File: src/rtl/serial_add_pkg.sv
// Shared types and constants for the bit-serial add/subtract controller.
// Contents:
//   WIDTH_DEFAULT : default operand/result width
//   state_e       : controller states (IDLE, RUN, DONE)
//   cnt_width()   : bit counter width for a given operand width (at least 1)
package serial_add_pkg;

  localparam int unsigned WIDTH_DEFAULT = 8;

  typedef enum logic [1:0] {
    ST_IDLE = 2'd0,
    ST_RUN  = 2'd1,
    ST_DONE = 2'd2
  } state_e;

  // A 1-bit operand still needs a 1-bit counter so the port slice stays legal.
  function automatic int unsigned cnt_width(input int unsigned w);
    return (w > 1) ? $clog2(w) : 1;
  endfunction

endpackage

File: src/rtl/ha_cell.sv
// Half-adder cell; two of these plus an OR form the per-bit full adder.
// Ports:
//   a, b : input bits
//   s    : sum bit (a ^ b)
//   c    : carry bit (a & b)
module ha_cell (
  input  logic a,
  input  logic b,
  output logic s,
  output logic c
);

  assign s = a ^ b;
  assign c = a & b;

endmodule

File: src/rtl/serial_add_ctrl.sv
// Bit-serial adder/subtractor with valid/ready handshakes on both sides.
// Operands are captured in IDLE, processed LSB first over exactly WIDTH RUN
// cycles, and the result is held in DONE until the consumer accepts it.
// Build option: define SERIAL_ADD_SUB_EN to honour op (1 = a - b); without it
// op is ignored and only addition is built.
// Ports:
//   clk, rst             : clock, synchronous active-high reset
//   in_valid, in_ready   : operand handshake
//   op, a, b             : operation select and operands
//   out_valid, out_ready : result handshake
//   sum, cout            : result and final carry (subtract: 1 = no borrow)
module serial_add_ctrl
  import serial_add_pkg::*;
#(
  parameter int unsigned WIDTH = WIDTH_DEFAULT
) (
  input  logic             clk,
  input  logic             rst,
  input  logic             in_valid,
  output logic             in_ready,
  input  logic             op,
  input  logic [WIDTH-1:0] a,
  input  logic [WIDTH-1:0] b,
  output logic             out_valid,
  input  logic             out_ready,
  output logic [WIDTH-1:0] sum,
  output logic             cout
);

  localparam int unsigned CNT_W = cnt_width(WIDTH);

  state_e             state_q;
  state_e             state_d;
  logic [WIDTH-1:0]   a_q;
  logic [WIDTH-1:0]   b_q;
  logic [WIDTH-1:0]   acc_q;
  logic [CNT_W-1:0]   cnt_q;
  logic               carry_q;
  logic [WIDTH-1:0]   sum_q;
  logic               cout_q;
  logic               in_ready_q;
  logic               out_valid_q;

  logic               last_bit;
  logic               bit_sum;
  logic               carry_d;
  logic [WIDTH:0]     acc_ext;
  logic [WIDTH-1:0]   acc_d;
  logic [WIDTH-1:0]   b_load;
  logic               carry_load;
  logic               ha0_s;
  logic               ha0_c;
  logic               ha1_c;

  // Subtraction folds into addition: invert b once at capture and seed carry=1.
`ifdef SERIAL_ADD_SUB_EN
  assign b_load     = b ^ {WIDTH{op}};
  assign carry_load = op;
`else
  logic unused_op;
  assign unused_op  = op;
  assign b_load     = b;
  assign carry_load = 1'b0;
`endif

  assign last_bit = (cnt_q == CNT_W'(WIDTH - 1));

  // Per-bit full adder on the current LSBs.
  ha_cell u_ha0 (
    .a (a_q[0]),
    .b (b_q[0]),
    .s (ha0_s),
    .c (ha0_c)
  );

  ha_cell u_ha1 (
    .a (ha0_s),
    .b (carry_q),
    .s (bit_sum),
    .c (ha1_c)
  );

  assign carry_d = ha0_c | ha1_c;

  // New sum bit enters at the MSB; after WIDTH shifts the LSB has reached bit 0.
  assign acc_ext = {bit_sum, acc_q};
  assign acc_d   = acc_ext[WIDTH:1];

  // State register.
  always_ff @(posedge clk) begin
    if (rst) begin
      state_q <= ST_IDLE;
    end else begin
      state_q <= state_d;
    end
  end

  // Next-state logic.
  always_comb begin
    state_d = state_q;
    case (state_q)
      ST_IDLE: if (in_valid)  state_d = ST_RUN;
      ST_RUN:  if (last_bit)  state_d = ST_DONE;
      ST_DONE: if (out_ready) state_d = ST_IDLE;
      default:                state_d = ST_IDLE;
    endcase
  end

  // Handshake flags registered from the next state.
  always_ff @(posedge clk) begin
    if (rst) begin
      in_ready_q  <= 1'b1;
      out_valid_q <= 1'b0;
    end else begin
      in_ready_q  <= (state_d == ST_IDLE);
      out_valid_q <= (state_d == ST_DONE);
    end
  end

  // Operand shift registers, bit counter, carry and result registers.
  always_ff @(posedge clk) begin
    if (rst) begin
      a_q     <= '0;
      b_q     <= '0;
      acc_q   <= '0;
      cnt_q   <= '0;
      carry_q <= 1'b0;
      sum_q   <= '0;
      cout_q  <= 1'b0;
    end else begin
      case (state_q)
        ST_IDLE: begin
          if (in_valid) begin
            a_q     <= a;
            b_q     <= b_load;
            carry_q <= carry_load;
            cnt_q   <= '0;
          end
        end
        ST_RUN: begin
          a_q     <= a_q >> 1;
          b_q     <= b_q >> 1;
          acc_q   <= acc_d;
          carry_q <= carry_d;
          if (last_bit) begin
            sum_q  <= acc_d;
            cout_q <= carry_d;
            cnt_q  <= '0;
          end else begin
            cnt_q  <= cnt_q + CNT_W'(1);
          end
        end
        default: ;
      endcase
    end
  end

  assign in_ready  = in_ready_q;
  assign out_valid = out_valid_q;
  assign sum       = sum_q;
  assign cout      = cout_q;

endmodule

File: config.mk
export PLATFORM = sky130hd
export DESIGN_NAME = serial_add_ctrl
export DESIGN_NICKNAME = d
export VERILOG_FILES = /design/src/rtl/serial_add_pkg.sv /design/src/rtl/ha_cell.sv /design/src/rtl/serial_add_ctrl.sv
export SDC_FILE = /design/constraint.sdc
export NUM_CORES = 1
export LEC_CHECK = 0
export CAP_MARGIN = 20
export CORE_MARGIN = 2
export CORE_UTILIZATION = 45
export CTS_CLUSTER_DIAMETER = 50
export DETAILED_ROUTE_END_ITERATION = 8
export GPL_TIMING_DRIVEN = 0
export HOLD_SLACK_MARGIN = 0.12
export PLACE_DENSITY = 0.71
export SYNTH_ARGS = -nofsm -noshare
export SYNTH_HDL_FRONTEND = slang
export SYNTH_SLANG_ARGS = --single-unit
File: constraint.sdc
create_clock -name clk -period 1.98 [get_ports clk]
set_clock_uncertainty 0.1 [all_clocks]
set_input_delay 0.198 -clock clk [delete_from_list [all_inputs] [get_ports clk]]
set_output_delay 0.198 -clock clk [all_outputs]
set_load 0.01 [all_outputs]
== Word level (Yosys, flattened, before mapping) ==
Cells that the tools add are included.
W data, S select, Z words.

* Add/subtract/negate cells: 1
* Equality and inequality tests: 5
* Multiplexer cells: 13
* Bitwise operators: 5
* Reductions and logical operators: 5

{| class="wikitable"
|+ Operators with widths
! cell !! count
|-
| $pmux W8 S2 || 2
|-
| $mux W8 || 2
|-
| $mux W2 || 3
|-
| $mux W3 || 2
|-
| $pmux W2 S3 || 1
|-
| $pmux W3 S2 || 1
|-
| $eq A2 B2 Y1 const B || 2
|-
| $logic_not A2 Y1 || 2
|-
| $reduce_and A2 Y1 || 2
|-
| $add A3 B1 Y3 const B || 1
|-
| $eq A3 B3 Y1 const B || 1
|-
| $and A1 B1 Y1 || 2
|-
| $eq A2 B1 Y1 const B || 1
|-
| $ne A2 B2 Y1 const B || 1
|-
| $pmux W1 S2 || 1
|-
| $reduce_bool A2 Y1 || 1
|-
| $xor A1 B1 Y1 || 2
|-
| $mux W1 || 1
|-
| $or A1 B1 Y1 || 1
|}

* Flip-flop bits (word level): 41
* Input bits: 21
* Output and inout bits: 11
* Logic and storage cells: 39

== Logic depth before layout (Yosys ltp) ==
* Depth after elaboration: 4
* Mapped depth: 6
* Gate-level depth less buffers: 5

== Hierarchy ==
Synthesis repeated with hierarchy kept, for this count alone.

* Cells, all modules: 175
* Area total of the unflattened synthesis: 1695.4 µm²

{| class="wikitable"
|+ By module, submodules not included
! module !! times used !! cells each !! area each (µm²) !! seq. area each (µm²)
|-
| serial_add_ctrl || 1 || 173 || 1670.4 || 800.8
|-
| ha_cell || 2 || 1 || 12.5 || 0.0
|}

== Least setup slack after synthesis ==
No wires, ideal clock.

* Path kind: reg2reg
* From: register cnt_q[0]
* To: register cout_q (netlist: cout)
* Library setup time: 0.087 ns
* Arrival: 1.237 ns
* Data required time: 1.793 ns
* Slack: 0.556 ns
* Stages on the path, launching flop included: 6
* Buffers on the path: 1
* Period minus slack after synthesis: 1.424 ns
* Cells stage by stage: dfxtp_1 -> ha_1 -> ha_1 -> and3b_1 -> buf_2 -> a211oi_1

* Longest elaborated chain between the ends: 2

{| class="wikitable"
|+ RTL lines
! what !! RTL line !! source
|-
| from (decl) || serial_add_ctrl.sv:37 || <nowiki>logic [CNT_W-1:0] cnt_q;</nowiki>
|-
| from (signal assigned) || serial_add_ctrl.sv:150 || <nowiki>cnt_q <= cnt_q + CNT_W'(1);</nowiki>
|-
| $eq A3 B3 Y1 || serial_add_ctrl.sv:66 || <nowiki>assign last_bit = (cnt_q == CNT_W'(WIDTH - 1));</nowiki>
|-
| $reduce_and A2 Y1 (no source line) || -- ||
|-
| to (signal assigned) || serial_add_ctrl.sv:147 || <nowiki>cout_q <= carry_d;</nowiki>
|-
| to (decl) || serial_add_ctrl.sv:40 || <nowiki>logic cout_q;</nowiki>
|}

Every way passes these cells.
A chain may end at the register's enable or synchronous reset.

== Final worst setup path ==
* From: register cnt_q[0]
* To: register sum_q[7] (netlist: sum[7])

* Longest elaborated chain between the ends: 2

{| class="wikitable"
|+ RTL lines
! what !! RTL line !! source
|-
| $eq A3 B3 Y1 || serial_add_ctrl.sv:66 ||
|-
| $reduce_and A2 Y1 (no source line) || -- ||
|-
| to (signal assigned) || serial_add_ctrl.sv:128 || <nowiki>sum_q <= '0;</nowiki>
|-
| to (signal assigned) || serial_add_ctrl.sv:146 || <nowiki>sum_q <= acc_d;</nowiki>
|-
| to (decl) || serial_add_ctrl.sv:39 || <nowiki>logic [WIDTH-1:0] sum_q;</nowiki>
|}

Every way passes these cells.

==> results.toml <==
[logic_synthesis]
syn_inst = 172
async_flop_share_pct = 0
synth_cell_types = 26
netlist_area_um2 = 1680
synth-edff-count = 0
synth-seq-area-share_pct = 47.65
postSynthNetCount = 196
ys_ff_latch = 40
synth_area_per_cell_um2 = 9.770
synth_ff_type = "dfxtp_1"
yosys_warnings = 0

[clocking]
cts_tree = "done"
insertion_delay_ns = 0.29
cts_setup_buffers = 0
cts_hold_buf = 0
clock-sinks = 40
cts_resized = 0
clockRootBuffer = "clkbuf_8"
cts_max_level = 2
cts_inserted_buffers = 5
path_clk_slew_ns = 0.08
clock_path_buffers = 2

[worst_hold_path]
hold_start = "rst"
holdCritPathClass = "in2reg"
holdPathEnd = "sum[2]"
whs_path_depth = 2

[setup_path]
required_ns = 2.09
r2r_slack_ns = 0.40
startpoint_type = "register"
crit_arrival_ns = 1.69
r2r_cells = 6
cp-end-kind = "register"
r2r_end = "sum[7]"
worstSetupPathType = "reg2reg"
critPathMaxFanout = 10
reg2reg_from = "cnt_q[0]"

[layout]
final_common_cell = "dfxtp_1"
num-fill-cells = 341
utilization_pct = 58.47
layout-drive-gt1-share_pct = 13.88
nets = 232
antennaDiodeCount = 0
syn2layout_area_growth_pct = 26.43
final_cells = 257
layout_common_cells = "dfxtp_1, clkdlybuf4s50_1, nand2_1"

[sta]
finalWorstSetupSlack_ns = 0.4014
setup-tns-final_ns = 0
hold_viol_final = 0
max_freq_mhz = 633.5
finalSetupViolCount = 0
final_max_slew_viol_count = 0
min_period_ns = 1.579
period_share_pct = 79.73
rsz0062_at_grt = "false"
tightest_slew_ns = 0.6956
slew_headroom_pct = 53.62

[global_route]
track_usage_pct = 17.49
grt_pass1_vias = 1352
grt_max_degree = 13
grt_pass1_wl_um = 5782
antenna_found_initial = 0
grt_overflow_total = 0

[place]
pre_cts_ws_ns = 0.3513
gp_congestion = 0.6977
dp_cells = 249
dpl.hpwl_um = 2386
port_buffers = 29

[power_and_ir_drop]
peakVddDrop_v = 0.0004383
cellLeakagePower_nw = 0.7805
finalPower_w = 0.001628
pwr_density_cell_nw_per_um2 = 766.4

[detailed_routing]
via_count = 1296
vias_per_cell = 5.043
drc = 0
ant_nets = 0
drtIter0Drc = 70
dr.pass1.iters = 4
wl_per_cell_um = 12.56
wirelength_um = 3229

[floorplanning]
design.portCount = 32
initial_core_util_pct = 46.25
num_rows = 22
die_w_um = 65.11
fp.dieH_um = 65.11
core_um2 = 3633
die_area_um2 = 4239

[outcome]
status = "finished clean"

[flow_run]
cap_violations = 0
## critical path: stages, from the launching register on
cell      delay (ns)
dfxtp_1         0.37
ha_1            0.16
ha_1            0.21
and3b_1         0.20
buf_2           0.21
nor2_1          0.06
a211oi_1        0.19
## per-layer routing
metal / GRT usage [%] / wire (um) / up-vias / share of wire, %
li1: - / - / 664 / -
met1: 20.97 / 1514 / 595 / 47
met2: 30.28 / 1550 / 30 / 48
met3: 4.623 / 134 / 7 / 4.1
met4: 6.250 / 29 / 0 / 0.90
met5: 0 / 0 / - / 0
## registers in the layout, indices dropped and copies added (netlist names)
name and cells:
a_q 8, b_q 8, sum 8, acc_q 7, cnt_q 3, state_q 2
carry_q 1, cout 1, in_ready 1, out_valid 1
## area by class of cell
cell class	instances	area [um^2]	area share [%]
plain buffers	11	85.08	4.005
clock buffers	7	86.33	4.064
clock inverters	1	7.507	0.3534
inverters	4	15.01	0.7067
multi-input cells	117	779.5	36.69
flip-flops and latches	40	800.8	37.69
well taps	48	60.06	2.827
repair buffers	29	290.3	13.66
## kinds of logic (layout without fill, tap and decap cells)
kind of cell	count (synthesis)	after routing	synth area share, %
mux	15	15	8.935
fa+ha+maj	3	3	2.680
compound gates	41	41	20.70
buf+inv	15	52	5.956
simple gates	58	58	14.07
flops	40	40	47.65
## through the flow
stage / instance area [um^2] / hold WS [ns]
global placement: 2031 / 0.3401
global route: 2125 / 0.2100
floorplan: 1680 / 0.2463
CTS: 2125 / 0.1842
finish: 2125 / 0.1893
detailed placement: 2031 / 0.3458
## power breakdown
| group | internal (W) | leakage (nW) | total, W | switching, W |
|---|---|---|---|---|
| clock network | 0.000283 | 0.0445 | 0.000556 | 0.000273 |
| registers | 0.000841 | 0.327 | 0.000862 | 0.0000210 |
| logic | 0.000108 | 0.409 | 0.000211 | 0.000103 |
| total | 0.00123 | 0.780 | 0.00163 | 0.000397 |
## worst max path at each step
| stage | start | end | cells after the start |
|---|---|---|---|
| floorplan | cnt_q[0] | cout | 5 |
| global placement | in_valid | a_q[1] | 6 |
| detailed placement | in_valid | a_q[0] | 6 |
| CTS | cnt_q[0] | sum[7] | 6 |
| global route | cnt_q[0] | sum[7] | 6 |
| finish | cnt_q[0] | sum[7] | 6 |
## cells in the mapped netlist, types with 2 or more instances
cell type	count	share of area, %
a211oi_2	14	10
clkbuf_1	3	0.67
buf_6	4	2.7
nor2_1	25	5.6
a21oi_1	15	4.5
inv_1	4	0.89
nand2_1	27	6.0
dfxtp_1	40	48
buf_2	2	0.60
ha_1	2	1.5
a211oi_1	3	1.3
mux2i_1	15	8.9
a22oi_1	5	2.2
(Power assumes the default switching activity.)
